<file path="src/rtl/register_file.sv">
// 32 x 32-bit general-purpose register file: two combinational read ports and one
// clocked write port, with $0 hardwired to zero and optional write-to-read forwarding.
module register_file #(
  parameter int DATA_WIDTH = 32,
  parameter int ADDR_WIDTH = 5,
  parameter int BYPASS     = 1
) (
  input  logic                  clk,
  input  logic                  reset,
  input  logic                  RegWrite,
  input  logic [ADDR_WIDTH-1:0] WriteRegister,
  input  logic [DATA_WIDTH-1:0] WriteData,
  input  logic [ADDR_WIDTH-1:0] ReadRegister1,
  input  logic [ADDR_WIDTH-1:0] ReadRegister2,
  output logic [DATA_WIDTH-1:0] BusA,
  output logic [DATA_WIDTH-1:0] BusB
);

  localparam int DEPTH = 1 << ADDR_WIDTH;

  logic [DATA_WIDTH-1:0] regs_q [DEPTH];
  logic                  wr_en;

  // Writes to $0 are dropped here, so entry 0 only ever holds its reset value.
  assign wr_en = RegWrite && (WriteRegister != '0);

  always_ff @(posedge clk or posedge reset) begin
    if (reset) begin
      for (int i = 0; i < DEPTH; i++) begin
        regs_q[i] <= '0;
      end
    end else if (wr_en) begin
      regs_q[WriteRegister] <= WriteData;
    end
  end

  // Reset and index 0 dominate; forwarding only applies to a live, non-zero write.
  function automatic logic [DATA_WIDTH-1:0] read_port(input logic [ADDR_WIDTH-1:0] idx);
    logic [DATA_WIDTH-1:0] val;
    val = '0;
    if (!reset && (idx != '0)) begin
      if ((BYPASS != 0) && wr_en && (WriteRegister == idx)) begin
        val = WriteData;
      end else begin
        val = regs_q[idx];
      end
    end
    return val;
  endfunction

  always_comb begin
    BusA = '0;
    BusB = '0;
    BusA = read_port(ReadRegister1);
    BusB = read_port(ReadRegister2);
  end

endmodule

</file>
<file path="config.mk">
export PLATFORM = sky130hd
export DESIGN_NAME = register_file
export DESIGN_NICKNAME = d
export VERILOG_FILES = /design/src/rtl/register_file.sv
export SDC_FILE = /design/constraint.sdc
export NUM_CORES = 2
export LEC_CHECK = 0
export CAP_MARGIN = 25
export CORE_UTILIZATION = 60
export DETAILED_ROUTE_END_ITERATION = 8
export GPL_TIMING_DRIVEN = 0
export MAX_ROUTING_LAYER = met4
export PLACE_DENSITY_LB_ADDON = 0.3
export SLEW_MARGIN = 20
export SYNTH_ARGS = -nofsm -noshare
export SYNTH_HDL_FRONTEND = slang
export SYNTH_SLANG_ARGS = --single-unit
</file>
<file path="constraint.sdc">
create_clock -name clk -period 46.9 [get_ports clk]
set_clock_uncertainty 0.2 [all_clocks]
set_input_delay 9.38 -clock clk [delete_from_list [all_inputs] [get_ports clk]]
set_output_delay 9.38 -clock clk [all_outputs]
set_load 0.02 [all_outputs]
</file>
# == Yosys cells after proc, flatten, opt, wreduce, memory -nomap -nowiden ==
# Index checks and enable logic that the tools add are counted.
# totals
in_bits,50
out_inout_bits,64
mem_bits_rw,0
n_memories,0
latch_bits,0
romBits,0
register_bits,1024
# classes
eq_ne,2
n_shift,0
n_div,0
order_cmp,4
muxes,13
add_sub_neg,0
mul,0
n_reduce_logical,10
n_bitwise,3
# ops
cell,count
1024-bit bitwise mux,1
32-bit binary-select mux with 5-bit select,2
32-bit 2-to-1 mux,9
32-bit demux with 5-bit select,1
"6-bit >= comparator, second input constant",3
5-bit inverter with 6-bit output,3
5-bit nonzero test,3
5-bit equality test,2
1-bit logical AND,6
"6-bit by 1-bit less-than comparator with 1-bit output, second input constant",1
1-bit zero test,1

# == Depth between registers and ports, before layout ==
# logic_depth
depth_word,6
depth_mapped,9

# == Worst setup path after synthesis ==
# No wires, ideal clock.
# synth_path
path_type,in2out
start,in reset
end,out BusB[10]
required_ps,37320
t_arrival_ps,35144
path_stages,5
setup_slack_ps,2176
cell_sequence,inv_1 -> o311ai_1 -> buf_2 -> a21oi_1 -> a211o_1
# synth_between
elab_chain_len,3
# synth_lines
item,line,source
"start, declared",9,"input logic reset,"
1-bit zero test,41,if (!reset && (idx != '0)) begin
1-bit logical AND,41,
32-bit 2-to-1 mux,41,
"end, declared",16,output logic [DATA_WIDTH-1:0] BusB
# Every way passes these cells.

# == Worst setup path in the final report ==
# layout_path
start,in ReadRegister1[1]
end,out BusA[20]
# layout_between
elab_chain_len,6
elab_cells_between_ends,10
# layout_lines
item,line,source
"start, declared",13,"input logic [ADDR_WIDTH-1:0] ReadRegister1,"
5-bit inverter with 6-bit output (not written as such),45,val = regs_q[idx];
32-bit binary-select mux with 5-bit select,45,
32-bit 2-to-1 mux (not written as such) (2 in series),45,
32-bit 2-to-1 mux,42,if ((BYPASS != 0) && wr_en && (WriteRegister == idx)) begin
32-bit 2-to-1 mux (*),41,
"end, declared",15,"output logic [DATA_WIDTH-1:0] BusA,"
# Every way passes the cells marked *; elsewhere a longest branch is shown, timed or not. The select of a mux whose other input is x is not followed.

==> run_summary.xml <==
<?xml version="1.0" encoding="UTF-8"?>
<metrics>
  <group name="floorplan">
    <metric name="floorplan.core_area" unit="sq um">90300</metric>
    <metric name="top_level_ports" unit="">114</metric>
    <metric name="design.die.area" unit="sq um">92700</metric>
    <metric name="initial_core_util" unit="">0.608</metric>
    <metric name="core.rowCount" unit="">110</metric>
    <metric name="die_h" unit="um">305</metric>
    <metric name="die_span_in_x" unit="um">305</metric>
  </group>
  <group name="final_layout">
    <metric name="most_frequent_cells_in_the_layout" unit="">sky130_fd_sc_hd__dfrtp_1 (1,024), sky130_fd_sc_hd__mux2_2 (986), sky130_fd_sc_hd__mux4_2 (385)</metric>
    <metric name="nNetsFinal" unit="">4098</metric>
    <metric name="fill_cells" unit="">6261</metric>
    <metric name="syn2layout_area_growth" unit="%">12.8</metric>
    <metric name="postLayoutCellArea" unit="sq um">61900</metric>
    <metric name="max_flop_register" unit="">regs_q</metric>
    <metric name="multi_input_comb_area" unit="sq um">27400</metric>
    <metric name="max_ffs_per_register" unit="">1024</metric>
    <metric name="top_regs" unit="">regs_q (1024)</metric>
    <metric name="stdcell_count" unit="">5317</metric>
    <metric name="mostFrequentLayoutCell" unit="">sky130_fd_sc_hd__dfrtp_1</metric>
    <metric name="fraction_of_layout_cells_with_a_size_suffix_above_1" unit="">0.426</metric>
    <metric name="storage_element_area" unit="sq um">25600</metric>
  </group>
  <group name="sta">
    <metric name="max_slew.worst_pin.slew" unit="ns">1.30</metric>
    <metric name="setup_viol" unit="">0</metric>
    <metric name="setup_tns" unit="ns">0</metric>
    <metric name="final_cycle_utilization_of_the_critical_path" unit="">0.502</metric>
    <metric name="timing.max_slew.rel_slack" unit="">0.130</metric>
    <metric name="timing.final.hold_violations" unit="">0</metric>
    <metric name="slew_violations" unit="">0</metric>
    <metric name="post-route-min-period" unit="ns">23.54</metric>
    <metric name="unrepaired_setup_endpoints_after_global_routing" unit="">no</metric>
    <metric name="whs" unit="ns">0.271</metric>
    <metric name="max_clock_freq" unit="MHz">42.5</metric>
  </group>
  <group name="setup_path">
    <metric name="timing.critical_path.fanout_max" unit="">10</metric>
    <metric name="crit_required" unit="ns">37.32</metric>
    <metric name="critPathArrivalTime" unit="ns">13.96</metric>
    <metric name="worst-r2r-setup-slack" unit="ns">45.84</metric>
    <metric name="critical_path.startpoint_type" unit="">primary input</metric>
    <metric name="path_type_of_the_worst_setup_path" unit="">in -&gt; out</metric>
    <metric name="timing.critical_path.to_type" unit="">output port</metric>
  </group>
  <group name="min_path">
    <metric name="hp-class" unit="">reg -&gt; reg</metric>
  </group>
  <group name="global_route">
    <metric name="grt_antenna_before_repair" unit="">4</metric>
    <metric name="gr-usage-met1" unit="">0.584</metric>
    <metric name="grt_pass1_vias" unit="">40300</metric>
    <metric name="grt_max_degree" unit="">108</metric>
    <metric name="global_route.peak_usage_layer" unit="">met2</metric>
    <metric name="met2_usage" unit="">0.628</metric>
    <metric name="grt.met3_usage" unit="">0.234</metric>
    <metric name="grt_pass1_wl" unit="um">299000</metric>
    <metric name="grtUsageTotal" unit="">0.477</metric>
    <metric name="grt_remaining_overflow" unit="">0</metric>
  </group>
  <group name="drt">
    <metric name="drt-vias-per-instance" unit="">7.72</metric>
    <metric name="drc" unit="">0</metric>
    <metric name="num_vias" unit="">41000</metric>
    <metric name="post_drt_wl_per_cell" unit="um">40.3</metric>
    <metric name="drtIter0Drc" unit="">6655</metric>
    <metric name="detail_route.first_pass.iterations" unit="">8</metric>
    <metric name="drt_wl_total" unit="um">214000</metric>
    <metric name="route.antenna.remaining_nets" unit="">0</metric>
  </group>
  <group name="clock_network">
    <metric name="ctsHtreeMaxLevel" unit="">3</metric>
    <metric name="clkSlewWorstSetupHoldPaths" unit="ns">0.06</metric>
    <metric name="total_clock_buffers_created_by_cts" unit="">109</metric>
    <metric name="holdBufCountCts" unit="">0</metric>
    <metric name="cts_repair_resize_count" unit="">0</metric>
    <metric name="tritoncts_num_sinks" unit="">1024</metric>
    <metric name="post_cts_buffers" unit="">0</metric>
    <metric name="cts_max_path_buffers" unit="">3</metric>
    <metric name="cts_tree" unit="">built</metric>
    <metric name="clock-root-buffer" unit="">sky130_fd_sc_hd__clkbuf_16</metric>
    <metric name="worstSkewPairLatency" unit="ns">0.71</metric>
  </group>
  <group name="synth">
    <metric name="synth-edff-count" unit="">0</metric>
    <metric name="synth_top_cells_by_area" unit="">sky130_fd_sc_hd__dfrtp_1 (47%), sky130_fd_sc_hd__mux2_2 (20%), sky130_fd_sc_hd__mux4_2 (16%)</metric>
    <metric name="synth.net_count" unit="">3841</metric>
    <metric name="synth_cell_type_count" unit="">43</metric>
    <metric name="yosys_most_used_dff" unit="">sky130_fd_sc_hd__dfrtp_1</metric>
    <metric name="ys_ff_latch" unit="">1024</metric>
    <metric name="netlist.area_leader.share" unit="">0.467</metric>
    <metric name="post-synth-top-area-cell" unit="">sky130_fd_sc_hd__dfrtp_1</metric>
    <metric name="post_synthesis_cell_count" unit="">3791</metric>
    <metric name="area_of_the_mapped_netlist" unit="sq um">54900</metric>
    <metric name="synth-warning-count" unit="">0</metric>
    <metric name="ys_seq_area_frac" unit="">0.467</metric>
    <metric name="asyncSetResetFlopFracSynth" unit="">1.00</metric>
    <metric name="syn_avg_cell_area" unit="sq um">14.5</metric>
  </group>
  <group name="place">
    <metric name="dpl-instance-area" unit="sq um">58100</metric>
    <metric name="dp_cells" unit="">5106</metric>
    <metric name="gp_routability_congestion" unit="">1.05</metric>
    <metric name="hpwl" unit="um">150000</metric>
    <metric name="place.port_buffers" unit="">104</metric>
  </group>
  <group name="pwr">
    <metric name="peakVddDrop" unit="uV">35.6</metric>
    <metric name="p_leak" unit="nW">27.2</metric>
    <metric name="power.density_cell_area" unit="nW/um^2">43.3</metric>
  </group>
  <group name="run_status">
    <metric name="status" unit="">finished, final reports clean</metric>
  </group>
  <group name="job">
    <metric name="maxCapViolCount" unit="">0</metric>
  </group>
</metrics>
[through the flow]
step | util | power [mW] | worst slack (ns)
2_1_floorplan | - | 1.55 | 2.18
3_3_place_gp | 0.636 | 1.71 | -12.14
3_5_place_dp | 0.643 | 1.74 | 23.63
4_1_cts | 0.685 | 2.64 | 23.62
5_1_grt | 0.686 | 2.74 | 23.49
6_report | 0.686 | 2.68 | 23.36
[worst max-delay path: stages]
cell and delay, ns:
sky130_fd_sc_hd__clkdlybuf4s50_1 0.64, sky130_fd_sc_hd__buf_2 0.49, sky130_fd_sc_hd__buf_2 0.48, sky130_fd_sc_hd__buf_2 0.64
sky130_fd_sc_hd__mux4_2 0.43, sky130_fd_sc_hd__a211oi_1 0.65, sky130_fd_sc_hd__o21ai_0 0.26, sky130_fd_sc_hd__a32o_1 0.39
sky130_fd_sc_hd__clkdlybuf4s50_1 0.57
[routing by layer]
metal	part of all wire	vias to the layer above
li1	-	15200
met5	0	-
met3	0.17	1022
met2	0.41	3712
met1	0.35	21100
met4	0.077	0
[power by group]
| part | switching (mW) | internal, mW | total [mW] |
|---|---|---|---|
| Clock | 0.381 | 0.543 | 0.924 |
| Combinational | 0.269 | 0.305 | 0.574 |
| Sequential | 0.133 | 1.05 | 1.18 |
| Total | 0.783 | 1.90 | 2.68 |
[path summary, 6_finish.rpt]
path,from,to,cells after the start
max in group asynchronous,reset,regs_q[921],6
min in group asynchronous,reset,regs_q[6],3
min reg2reg,regs_q[1017],regs_q[1017],1
min,regs_q[1017],regs_q[1017],1
max,ReadRegister1[1],BusA[20],9
max reg2reg,regs_q[256],regs_q[256],1
[Yosys cell counts, types with 2 or more instances]
| cell | n |
|---|---|
| sky130_fd_sc_hd__a211o_1 | 32 |
| sky130_fd_sc_hd__a211oi_1 | 95 |
| sky130_fd_sc_hd__a21oi_1 | 66 |
| sky130_fd_sc_hd__a221oi_1 | 64 |
| sky130_fd_sc_hd__a22oi_1 | 64 |
| sky130_fd_sc_hd__a32o_1 | 32 |
| sky130_fd_sc_hd__and2_1 | 2 |
| sky130_fd_sc_hd__buf_1 | 46 |
| sky130_fd_sc_hd__buf_2 | 124 |
| sky130_fd_sc_hd__buf_4 | 11 |
| sky130_fd_sc_hd__buf_6 | 3 |
| sky130_fd_sc_hd__clkbuf_1 | 259 |
| sky130_fd_sc_hd__dfrtp_1 | 1024 |
| sky130_fd_sc_hd__inv_1 | 5 |
| sky130_fd_sc_hd__mux2_1 | 6 |
| sky130_fd_sc_hd__mux2_2 | 986 |
| sky130_fd_sc_hd__mux2i_1 | 318 |
| sky130_fd_sc_hd__mux4_2 | 385 |
| sky130_fd_sc_hd__nand2_1 | 50 |
| sky130_fd_sc_hd__nand3_1 | 5 |
| sky130_fd_sc_hd__nand3b_1 | 4 |
| sky130_fd_sc_hd__nand4_1 | 3 |
| sky130_fd_sc_hd__nand4b_1 | 2 |
| sky130_fd_sc_hd__nor2_1 | 17 |
| sky130_fd_sc_hd__nor2b_1 | 34 |
| sky130_fd_sc_hd__nor3_1 | 5 |
| sky130_fd_sc_hd__nor3b_1 | 2 |
| sky130_fd_sc_hd__o21ai_0 | 31 |
| sky130_fd_sc_hd__o21bai_1 | 32 |
| sky130_fd_sc_hd__o221ai_1 | 32 |
| sky130_fd_sc_hd__o22ai_1 | 31 |
| sky130_fd_sc_hd__xnor2_1 | 10 |
[kinds of logic after synthesis]
group | count (synthesis) | synth area share
mux | 1695 | 0.419
simple gates | 130 | 0.0122
xor+xnor | 10 | 0.00159
flops | 1024 | 0.467
compound gates | 484 | 0.0656
buf+inv | 448 | 0.0346
[final cells by class]
class / count / area share
antenna: 6 / 0.000242
buffer: 443 / 0.0308
clock buffer: 154 / 0.0515
clock inverter: 44 / 0.00919
inverter: 5 / 0.000424
multi-input combinational: 2319 / 0.442
sequential: 1024 / 0.414
tap: 1176 / 0.0238
timing repair buffer: 146 / 0.0282
No activity file was read; power rests on OpenSTA's default activity.
